**config.mk**
```make
export PLATFORM = sky130hd
export DESIGN_NAME = sram_march_bist_flat
export DESIGN_NICKNAME = d
export VERILOG_FILES = /design/src/rtl/sram_march_bist_pkg.sv /design/src/rtl/sram_march_bist_if.sv /design/src/rtl/sram_march_bist_addr_gen.sv /design/src/rtl/sram_march_bist.sv /design/src/flat_wrapper.sv
export SDC_FILE = /design/constraint.sdc
export NUM_CORES = 1
export LEC_CHECK = 0
export ABC_AREA = 1
export BUFFER_PORTS_ARGS = -buffer_cell sky130_fd_sc_hd__buf_4
export CORE_MARGIN = 2
export CORE_UTILIZATION = 47
export DETAILED_ROUTE_END_ITERATION = 10
export GPL_ROUTABILITY_DRIVEN = 0
export PLACE_DENSITY_LB_ADDON = 0.15
export SLEW_MARGIN = 20
export SYNTH_ARGS = -nofsm -noshare
export SYNTH_HDL_FRONTEND = slang
export SYNTH_SLANG_ARGS = --single-unit
```
**constraint.sdc**
```tcl
create_clock -name clk_i -period 4.9 [get_ports clk_i]
set_clock_uncertainty 0.1 [all_clocks]
set_input_delay 0.245 -clock clk_i [delete_from_list [all_inputs] [get_ports clk_i]]
set_output_delay 0.245 -clock clk_i [all_outputs]
set_load 0.02 [all_outputs]
```
**src/rtl/sram_march_bist_pkg.sv**
```systemverilog
// March C- BIST shared types: FSM states, element encoding and per-element op table.
// Latency: n/a (types and pure functions only).
// Backpressure: n/a.
package sram_bist_pkg;

  typedef enum logic [1:0] {
    S_IDLE  = 2'd0,
    S_RUN   = 2'd1,
    S_DRAIN = 2'd2,
    S_DONE  = 2'd3
  } state_e;

  typedef enum logic [2:0] {
    E0 = 3'd0,
    E1 = 3'd1,
    E2 = 3'd2,
    E3 = 3'd3,
    E4 = 3'd4,
    E5 = 3'd5
  } march_elem_e;

  // One row of the March C- table. d0 is the data of the first op (expected
  // value when the first op is a read), d1 the data written by the second op.
  typedef struct packed {
    logic down;
    logic two_op;
    logic first_rd;
    logic d0;
    logic d1;
  } elem_cfg_t;

  // Sweep direction alone, so callers that only need it do not carry the whole row.
  function automatic logic elem_down(march_elem_e e);
    return (e == E3) || (e == E4);
  endfunction

  function automatic elem_cfg_t elem_cfg(march_elem_e e);
    elem_cfg_t c;
    c = '0;
    c.down = elem_down(e);
    case (e)
      E0: begin c.two_op = 1'b0; c.first_rd = 1'b0; c.d0 = 1'b0; c.d1 = 1'b0; end
      E1: begin c.two_op = 1'b1; c.first_rd = 1'b1; c.d0 = 1'b0; c.d1 = 1'b1; end
      E2: begin c.two_op = 1'b1; c.first_rd = 1'b1; c.d0 = 1'b1; c.d1 = 1'b0; end
      E3: begin c.two_op = 1'b1; c.first_rd = 1'b1; c.d0 = 1'b0; c.d1 = 1'b1; end
      E4: begin c.two_op = 1'b1; c.first_rd = 1'b1; c.d0 = 1'b1; c.d1 = 1'b0; end
      E5: begin c.two_op = 1'b0; c.first_rd = 1'b1; c.d0 = 1'b0; c.d1 = 1'b0; end
      default: c = '0;
    endcase
    return c;
  endfunction

endpackage

```
**src/rtl/sram_march_bist_if.sv**
```systemverilog
// Functional SRAM request port driven by the BIST (master) towards the macro mux (slave).
// Latency: read data returns one cycle after a read request.
// Backpressure: none; the macro accepts one request every cycle.
interface sram_march_bist_if #(
  parameter int AddrWidth = 8,
  parameter int DataWidth = 64,
  parameter int BeWidth   = 8
);
  logic                 req;
  logic                 we;
  logic [AddrWidth-1:0] addr;
  logic [DataWidth-1:0] wdata;
  logic [BeWidth-1:0]   be;
  logic [DataWidth-1:0] rdata;

  modport master (output req, we, addr, wdata, be, input rdata);
  modport slave  (input req, we, addr, wdata, be, output rdata);
endinterface

```
**src/rtl/sram_march_bist_addr_gen.sv**
```systemverilog
// Up/down address counter over 0..NumWords-1 with explicit wrap at both ends.
// Latency: new address visible the cycle after step_i/clr_i.
// Backpressure: holds its value whenever step_i is low.
module sram_bist_addr_gen #(
  parameter int NumWords  = 256,
  parameter int AddrWidth = $clog2(NumWords)
) (
  input  logic                 clk_i,
  input  logic                 rst_i,
  input  logic                 clr_i,
  input  logic                 step_i,
  input  logic                 down_i,
  output logic [AddrWidth-1:0] addr_o,
  output logic                 last_o
);

  localparam logic [AddrWidth-1:0] MaxAddr = AddrWidth'(NumWords - 1);

  logic [AddrWidth-1:0] addr_q, addr_d;

  // Next address: wrap compares against N-1 so non-power-of-two depths never overrun.
  always_comb begin
    addr_d = addr_q;
    if (clr_i) begin
      addr_d = '0;
    end else if (step_i) begin
      if (down_i) addr_d = (addr_q == '0) ? MaxAddr : addr_q - AddrWidth'(1);
      else        addr_d = (addr_q == MaxAddr) ? '0 : addr_q + AddrWidth'(1);
    end
  end

  // Address register.
  always_ff @(posedge clk_i) begin
    if (rst_i) addr_q <= '0;
    else       addr_q <= addr_d;
  end

  assign addr_o = addr_q;
  assign last_o = down_i ? (addr_q == '0) : (addr_q == MaxAddr);

endmodule

```
**src/rtl/sram_march_bist.sv**
```systemverilog
// March C- BIST controller for one latency-1 single-port SRAM; reports first failing address/element.
// Latency: 10*N request cycles, one drain cycle, done in cycle 10N+2; mismatch -> done two cycles after the read.
// Backpressure: none; one request per RUN cycle, start_i only honoured in IDLE/DONE.
module sram_march_bist
  import sram_bist_pkg::*;
#(
  parameter int NumWords  = 256,
  parameter int DataWidth = 64,
  parameter int ByteWidth = 8,
  parameter int Latency   = 1,
  parameter int AddrWidth = $clog2(NumWords),
  parameter int BeWidth   = (DataWidth + ByteWidth - 1) / ByteWidth
) (
  input  logic                 clk_i,
  input  logic                 rst_i,
  input  logic                 start_i,
  output logic                 busy_o,
  output logic                 done_o,
  output logic                 pass_o,
  output logic [AddrWidth-1:0] fail_addr_o,
  output logic [2:0]           fail_elem_o,
  sram_march_bist_if.master    mem
);

  if (Latency != 1) begin : g_lat_chk
    $fatal(1, "sram_march_bist: only macro read latency 1 is supported");
  end
  if (NumWords < 2) begin : g_depth_chk
    $fatal(1, "sram_march_bist: NumWords must be at least 2");
  end

  state_e               state_q, state_d;
  march_elem_e          elem_q, elem_d;
  logic                 op_q, op_d;
  logic                 rd_vld_q, rd_vld_d;
  logic                 exp_q, exp_d;
  logic [AddrWidth-1:0] rd_addr_q, rd_addr_d;
  march_elem_e          rd_elem_q, rd_elem_d;
  logic                 pass_q, pass_d;
  logic [AddrWidth-1:0] fail_addr_q, fail_addr_d;
  march_elem_e          fail_elem_q, fail_elem_d;

  elem_cfg_t            cfg;
  logic                 nx_down;
  logic                 run, cur_rd, cur_dat, op_last, sweep_end;
  logic                 cmp_en, mismatch;
  logic                 addr_clr, addr_step, addr_last;
  logic [AddrWidth-1:0] addr;

  sram_bist_addr_gen #(
    .NumWords  (NumWords),
    .AddrWidth (AddrWidth)
  ) u_addr_gen (
    .clk_i  (clk_i),
    .rst_i  (rst_i),
    .clr_i  (addr_clr),
    .step_i (addr_step),
    .down_i (cfg.down),
    .addr_o (addr),
    .last_o (addr_last)
  );

  // Decode the current op from registered element/op state and compare last cycle's read.
  always_comb begin
    cfg       = elem_cfg(elem_q);
    nx_down   = elem_down(march_elem_e'(elem_q + 3'd1));
    run       = (state_q == S_RUN);
    cur_rd    = ~op_q & cfg.first_rd;
    cur_dat   = op_q ? cfg.d1 : cfg.d0;
    op_last   = ~cfg.two_op | op_q;
    sweep_end = op_last & addr_last;
    cmp_en    = rd_vld_q & ((state_q == S_RUN) | (state_q == S_DRAIN));
    mismatch  = cmp_en & (mem.rdata != {DataWidth{exp_q}});
  end

  // Next-state logic: sequencing through the elements and first-fail capture.
  always_comb begin
    state_d     = state_q;
    elem_d      = elem_q;
    op_d        = op_q;
    rd_vld_d    = rd_vld_q;
    exp_d       = exp_q;
    rd_addr_d   = rd_addr_q;
    rd_elem_d   = rd_elem_q;
    pass_d      = pass_q;
    fail_addr_d = fail_addr_q;
    fail_elem_d = fail_elem_q;
    addr_clr    = 1'b0;
    addr_step   = 1'b0;
    case (state_q)
      S_IDLE, S_DONE: begin
        if (start_i) begin
          state_d     = S_RUN;
          elem_d      = E0;
          op_d        = 1'b0;
          rd_vld_d    = 1'b0;
          pass_d      = 1'b0;
          fail_addr_d = '0;
          fail_elem_d = E0;
          addr_clr    = 1'b1;
        end
      end
      S_RUN: begin
        rd_vld_d  = cur_rd;
        exp_d     = cur_dat;
        rd_addr_d = addr;
        rd_elem_d = elem_q;
        op_d      = ~op_last;
        // At a sweep end the counter wraps into the next element only when the
        // direction is kept; on a reversal it already sits on the new start address.
        addr_step = op_last & (~addr_last | (nx_down == cfg.down));
        if (sweep_end && elem_q != E5) elem_d = march_elem_e'(elem_q + 3'd1);
        if (mismatch) begin
          state_d     = S_DONE;
          pass_d      = 1'b0;
          fail_addr_d = rd_addr_q;
          fail_elem_d = rd_elem_q;
        end else if (sweep_end && elem_q == E5) begin
          state_d = S_DRAIN;
        end
      end
      S_DRAIN: begin
        rd_vld_d = 1'b0;
        state_d  = S_DONE;
        pass_d   = ~mismatch;
        if (mismatch) begin
          fail_addr_d = rd_addr_q;
          fail_elem_d = rd_elem_q;
        end
      end
      default: state_d = S_IDLE;
    endcase
  end

  // State registers.
  always_ff @(posedge clk_i) begin
    if (rst_i) begin
      state_q     <= S_IDLE;
      elem_q      <= E0;
      op_q        <= 1'b0;
      rd_vld_q    <= 1'b0;
      exp_q       <= 1'b0;
      rd_addr_q   <= '0;
      rd_elem_q   <= E0;
      pass_q      <= 1'b0;
      fail_addr_q <= '0;
      fail_elem_q <= E0;
    end else begin
      state_q     <= state_d;
      elem_q      <= elem_d;
      op_q        <= op_d;
      rd_vld_q    <= rd_vld_d;
      exp_q       <= exp_d;
      rd_addr_q   <= rd_addr_d;
      rd_elem_q   <= rd_elem_d;
      pass_q      <= pass_d;
      fail_addr_q <= fail_addr_d;
      fail_elem_q <= fail_elem_d;
    end
  end

  assign busy_o      = (state_q == S_RUN) | (state_q == S_DRAIN);
  assign done_o      = (state_q == S_DONE);
  assign pass_o      = pass_q;
  assign fail_addr_o = fail_addr_q;
  assign fail_elem_o = fail_elem_q;

  // Memory port is a pure decode of registered state; idle outputs read as zero.
  assign mem.req   = run;
  assign mem.we    = run & ~cur_rd;
  assign mem.addr  = run ? addr : '0;
  assign mem.wdata = {DataWidth{run & cur_dat}};
  assign mem.be    = '1;

endmodule

```
**src/flat_wrapper.sv**
```systemverilog
// flat-port wrapper written by rule: the top's interface ports become plain ports
module sram_march_bist_flat import sram_bist_pkg::*;
#(
  parameter int NumWords  = 256,
  parameter int DataWidth = 64,
  parameter int ByteWidth = 8,
  parameter int Latency   = 1,
  parameter int AddrWidth = $clog2(NumWords),
  parameter int BeWidth   = (DataWidth + ByteWidth - 1) / ByteWidth
)
  (clk_i, rst_i, start_i, busy_o, done_o, pass_o, fail_addr_o, fail_elem_o, mem_req, mem_we, mem_addr, mem_wdata, mem_be, mem_rdata);
  sram_march_bist_if #(.AddrWidth(AddrWidth), .DataWidth(DataWidth), .BeWidth(BeWidth)) mem_i ();
  input  logic clk_i;
  input  logic rst_i;
  input  logic start_i;
  output logic busy_o;
  output logic done_o;
  output logic pass_o;
  output logic [AddrWidth-1:0] fail_addr_o;
  output logic [2:0] fail_elem_o;
  output wire logic [$bits(mem_i.req)-1:0] mem_req;
  output wire logic [$bits(mem_i.we)-1:0] mem_we;
  output wire logic [$bits(mem_i.addr)-1:0] mem_addr;
  output wire logic [$bits(mem_i.wdata)-1:0] mem_wdata;
  output wire logic [$bits(mem_i.be)-1:0] mem_be;
  input wire logic [$bits(mem_i.rdata)-1:0] mem_rdata;
  assign mem_req = mem_i.req;
  assign mem_we = mem_i.we;
  assign mem_addr = mem_i.addr;
  assign mem_wdata = mem_i.wdata;
  assign mem_be = mem_i.be;
  assign mem_i.rdata = mem_rdata;
  sram_march_bist #(.NumWords(NumWords), .DataWidth(DataWidth), .ByteWidth(ByteWidth), .Latency(Latency), .AddrWidth(AddrWidth), .BeWidth(BeWidth)) u_core (.clk_i(clk_i), .rst_i(rst_i), .start_i(start_i), .busy_o(busy_o), .done_o(done_o), .pass_o(pass_o), .fail_addr_o(fail_addr_o), .fail_elem_o(fail_elem_o), .mem(mem_i));
endmodule
```
After elaboration in Yosys (flattened, before gate mapping)
Cells that the tools add are included.

word-level totals
  flip-flop bits (word level) = 39
  latch bits = 0
  bits in writable memories = 0
  memory bits (read-only) = 0
  memories = 0

operators by class
  add/subtract/negate cells = 3
  multiply operators = 0
  div/mod/pow operators = 0
  order comparisons = 0
  eq/ne operators = 19
  shift operators = 0
  muxes and demuxes = 28
  bitwise logic cells = 16
  reductions and logical operators = 19

operators with widths
  operator                                             number
  != test 64 bit                                       1
  2-to-1 mux 8 bit                                     6
  case mux 8 bit (2 select lines)                      1
  case mux 3 bit (2 select lines)                      2
  case mux 4 bit (3 select lines)                      1
  OR reduction 2 bit                                   5
  equality test 3 x 2 -> 1 bit, second input constant  3
  equality test 3 bit, second input constant           3
  2-to-1 mux 3 bit                                     3
  adder 8 x 1 -> 8 bit, second input constant          1
  equality test 8 bit, second input constant           1
  zero test 8 bit                                      1
  2-to-1 mux 1 bit                                     8
  AND reduction 2 bit                                  4
  subtractor 8 x 1 -> 8 bit, second input constant     1
  AND 1 bit                                            7
  2-to-1 mux 2 bit                                     3
  != test 2 bit, second input constant                 3
  != test 3 bit, second input constant                 2
  NOT 1 bit                                            6
  case mux 1 bit (3 select lines)                      2
  case mux 2 bit (3 select lines)                      1
  OR reduction 6 bit                                   1
  equality test 2 bit, second input constant           2
  other kinds (13)                                     17

Longest topological paths before layout
  depth in word-level cells = 10
  mapped depth = 14

Cells and area by module
Synthesis repeated with hierarchy kept, for this count alone.

unflattened totals
  cell total of the unflattened synthesis = 528
  area, all modules = 3415.8 µm²

modules (own cells, without submodules)
  module              instances  cells an instance  area an instance (µm²)  sequential area each (µm²)
  sram_march_bist     1          400                2693.8                  620.6
  sram_bist_addr_gen  1          128                721.9                   160.2

Worst setup path before layout
OpenSTA, ideal clock, no wires.

  path kind = register to output
  start point = register u_core.state_q[1]
  end point = output mem_wdata[10]
  data arrival time = 3818 ps
  required time = 4555 ps
  setup slack = 737 ps
  stages on the path, launching flop included = 7
  cell sequence = dfxtp_1 > inv_1 > ha_1 > clkbuf_1 > o21ai_0 > nor2_1 > buf_4

on the way
  word-level cells in the longest chain between the ends = 2

RTL lines
  what                          RTL line                text
  start, declared               sram_march_bist.sv:32   state_e state_q, state_d;
  start signal, assigned        sram_march_bist.sv:149  state_q <= state_d;
  equality test 2 x 1 -> 1 bit  sram_march_bist.sv:67   run = (state_q == S_RUN);
  via mem_req                   flat_wrapper.sv:21      output wire logic [$bits(mem_i.req)-1:0] mem_req;
  AND 1 bit                     sram_march_bist.sv:172  assign mem.wdata = {DataWidth{run & cur_dat}};
  end, declared                 flat_wrapper.sv:24      output wire logic [$bits(mem_i.wdata)-1:0] mem_wdata;

The timed path passes the listed nets, and every way through them passes these cells.

Worst setup path in the final report
  start point = register u_core.state_q[1]
  end point = output mem_wdata[61]

on the way
  word-level cells in the longest chain between the ends = 2

RTL lines
  what                          RTL line
  equality test 2 x 1 -> 1 bit  sram_march_bist.sv:67
  AND 1 bit                     sram_march_bist.sv:172

No other way between the ends.

==> qor.csv <==
metric,value,unit
critPathLaunchType,register,
path_delay_family,buffers and inverters,
synth.area.top_cells,"dfxtp_1 (23%), buf_4 (16%), nand2_1 (11%), nor2_1 (6.1%), inv_1 (4.5%)",
regArea,780.7,µm²
setup_viol,0,
routed_wl,8395,µm
root_buffer,clkbuf_8,
row_count,30,
layout-drive-gt1-share,0.3608,
path_class,reg -> out,
pwr-share-comb,0.625,
viasPerCell,4.698,
grt_max_degree,66,
cts_hold_buf,0,
cts.repair.resized,0,
p_switching,975.5,µW
hold_class,in -> reg,
crit_required,4.55,ns
hold_violations,0,
grt_pass1_vias,2739,
crit_path_max_incr_delay,0.53,ns
grt_remaining_overflow,0,
pwr-share-seq,0.238,
critPathMostFrequentCell,buf_4,
slew_violations,0,
async_flop_share,0,
reg2reg_depth,7,
synth-edff-count,0,
crit_path_end_kind,output port,
setup_tns,0,ns
ant_nets,0,
peakVddDrop,0.4251,mV
routedWlPerCell,12.38,µm
post-place-ws,2.310,ns
yosys.area.top_type_share,0.2334,
fmax,386.5,MHz
cp_max_fo,40,
cts_buffer_depth,2,
period_minus_slack,2.587,ns
crit_chain,"inv_1, ha_1, buf_4, o21ai_0, nor2_4, buf_16, buf_4",
hold_path_depth,4,
port_buffers,154,
slew_headroom,0.4229,
grt_pass1_wl,12740,µm
cts_tree,done,
avgSynthCellArea,6.759,µm²
layout_setup_ws,2.313,ns
tightest_slew,0.8624,ns
drtPass1Iterations,4,
clockPowerShare,0.138,
crit_buf_inv,4,
cts_buffers,5,
r2r_end,u_core.u_addr_gen.addr_o[6]$_SDFFE_PP0P_,
areaGrowthSynthToFinish,24.94,%
core,0.006832,mm²
drt_iter0_drc,168,
diodes,0,
start_util,0.4897,
clock_sinks,39,
dieArea,0.007809,mm²
arrival,2.24,ns
p_int,996.8,µW
clk_pin_slew_worst_paths,0.08,ns
min-delay-start,start_i,
worstHoldEndpoint,u_core.rd_vld_q$_SDFFE_PP0P_,
post_cts_buffers,0,
cap_viol_max_count,0,
rrSetupSlack,2.51,ns
die_y,88.37,µm
dp_hpwl,6531,µm
yosysUniqueCellTypes,36,
synth_top_area_cell,dfxtp_1,
synth_area,0.003346,mm²
finalCritPeriodShare,0.5280,
timing.rr.start,u_core.state_q[0]$_SDFFE_PP0P_,
multi_input_area,0.001807,mm²
status,finished clean,
synth_ff_type,dfxtp_1,
grtUsageTotal,0.2009,
nets,659,
rsz0062_at_grt,no,
ys.warnings.count,0,
n_fill_cell,656,
dieWidth,88.37,µm
htreeDepth,2,
synthCells,495,
drcViolationCount,0,
swShare,0.4946,
cp_slowest_cell,nor2_4,
pin_count,163,
seq_area_frac_synth,0.2334,
power_leakage,0.002127,µW
num_vias,3185,
ys_ff_latch,39,
clkLatencyLatePin,0.29,ns
antenna_found_initial,0,
power.density,471.8,mW/mm²
[synthesized netlist by cell type, types with 2 or more instances]
cell / count
nand2_1: 101
buf_4: 71
nor2_1: 54
inv_1: 40
dfxtp_1: 39
a21oi_1: 25
nand3_1: 25
o21ai_0: 17
nand3_2: 12
ha_1: 11
nor3_1: 11
a21oi_2: 10
nand2_2: 8
nand3b_1: 8
xor2_1: 8
or2_1: 7
a31oi_1: 6
clkbuf_1: 6
o21ai_1: 6
nand4_1: 5
inv_2: 4
buf_6: 3
buf_2: 2
nor2_2: 2
nor2_4: 2
o21ai_2: 2
[final cells by class]
cell class                 count  area share
timing repair buffer         156      0.2849
clock buffer                   5     0.01646
clock inverter                 3     0.01048
sequential                    39      0.1868
tap                           96     0.02873
inverter                      45     0.04041
multi-input combinational    334      0.4322
[placed cells by master, fill, tap and decap left out, drive strengths merged]
| cell | count |
|---|---|
| nor3 | 12 |
| a31oi | 6 |
| or2 | 8 |
| conb | 8 |
| a21oi | 35 |
| buf | 156 |
| ha | 11 |
| o21ai | 26 |
| nand2 | 110 |
| nand3b | 8 |
| bufinv | 1 |
| clkinv | 3 |
| xor2 | 8 |
| nor2 | 58 |
| xnor2 | 1 |
| clkbuf | 5 |
| nand3 | 37 |
| dfxtp | 39 |
| nand4 | 6 |
| inv | 44 |
[layer usage]
metal | global-route usage | wire length (µm) | part of all wire | vias up
met4 | 0.06336 | 122 | 0.015 | 0
met2 | 0.3575 | 4081 | 0.49 | 119
met3 | 0.03451 | 629 | 0.075 | 12
li1 | - | - | - | 1674
met1 | 0.2464 | 3562 | 0.42 | 1380
met5 | 0 | 0 | 0 | -
[stage by stage]
| stage | hold slack (ns) | instances | utilization | total power, µW | cell area [µm²] |
|---|---|---|---|---|---|
| 2_1_floorplan | 0.3379 | 502 | - | 1479 | 3372 |
| 3_3_place_gp | 0.3508 | 669 | 0.5914 | 1667 | 4040 |
| 3_5_place_dp | 0.3556 | 669 | 0.5914 | 1692 | 4040 |
| 4_1_cts | 0.1376 | 677 | 0.6079 | 1970 | 4153 |
| 5_1_grt | 0.1799 | 678 | 0.6119 | 2140 | 4180 |
| 6_report | 0.1450 | 678 | 0.6119 | 1972 | 4180 |
[power by group through the flow]
stage / Clock, µW / Sequential [µW] / Combinational, µW
final: 271 / 469 / 1230
after global routing: 288 / 482 / 1370
after CTS: 277 / 468 / 1220
after detailed placement: 0 / 474 / 1220
after global placement: 0 / 471 / 1200
after floorplan: 0 / 444 / 1030
[worst reg2reg max path, stage by stage (launching register included)]
cell,delay [ns]
dfxtp_1,0.36
inv_1,0.07
ha_1,0.35
nand2_1,0.51
inv_1,0.16
nor2_1,0.45
o21ai_0,0.17
a31oi_1,0.16
[logic make-up after synthesis]
kind of cell	synth area share
flops	0.2334
simple gates	0.3448
buf+inv	0.2367
compound gates	0.1193
xor+xnor	0.02356
other cells	0.001121
fa+ha+maj	0.04114
[state kept, by name, indices dropped and copies added, names as in the netlist]
name and flops:
u_core.elem_q 3, u_core.exp_q 1, u_core.fail_addr_o 8, u_core.fail_elem_o 3, u_core.op_q 1, u_core.pass_o 1
u_core.rd_addr_q 8, u_core.rd_elem_q 3, u_core.rd_vld_q 1, u_core.state_q 2, u_core.u_addr_gen.addr_o 8
[how the worst max path moves through the flow]
stage / from / to / slack [ns] / cells after the start
after floorplan: u_core.state_q[1]$_SDFFE_PP0P_ / mem_wdata[10] / 0.74 / 6
after global placement: u_core.state_q[1]$_SDFFE_PP0P_ / mem_wdata[0] / 2.42 / 6
after detailed placement: u_core.state_q[1]$_SDFFE_PP0P_ / mem_wdata[24] / 2.31 / 6
after CTS: u_core.state_q[1]$_SDFFE_PP0P_ / mem_wdata[24] / 1.98 / 6
after global routing: u_core.state_q[1]$_SDFFE_PP0P_ / mem_wdata[33] / 2.11 / 7
final: u_core.state_q[1]$_SDFFE_PP0P_ / mem_wdata[61] / 2.31 / 7
(Power assumes the default switching activity.)
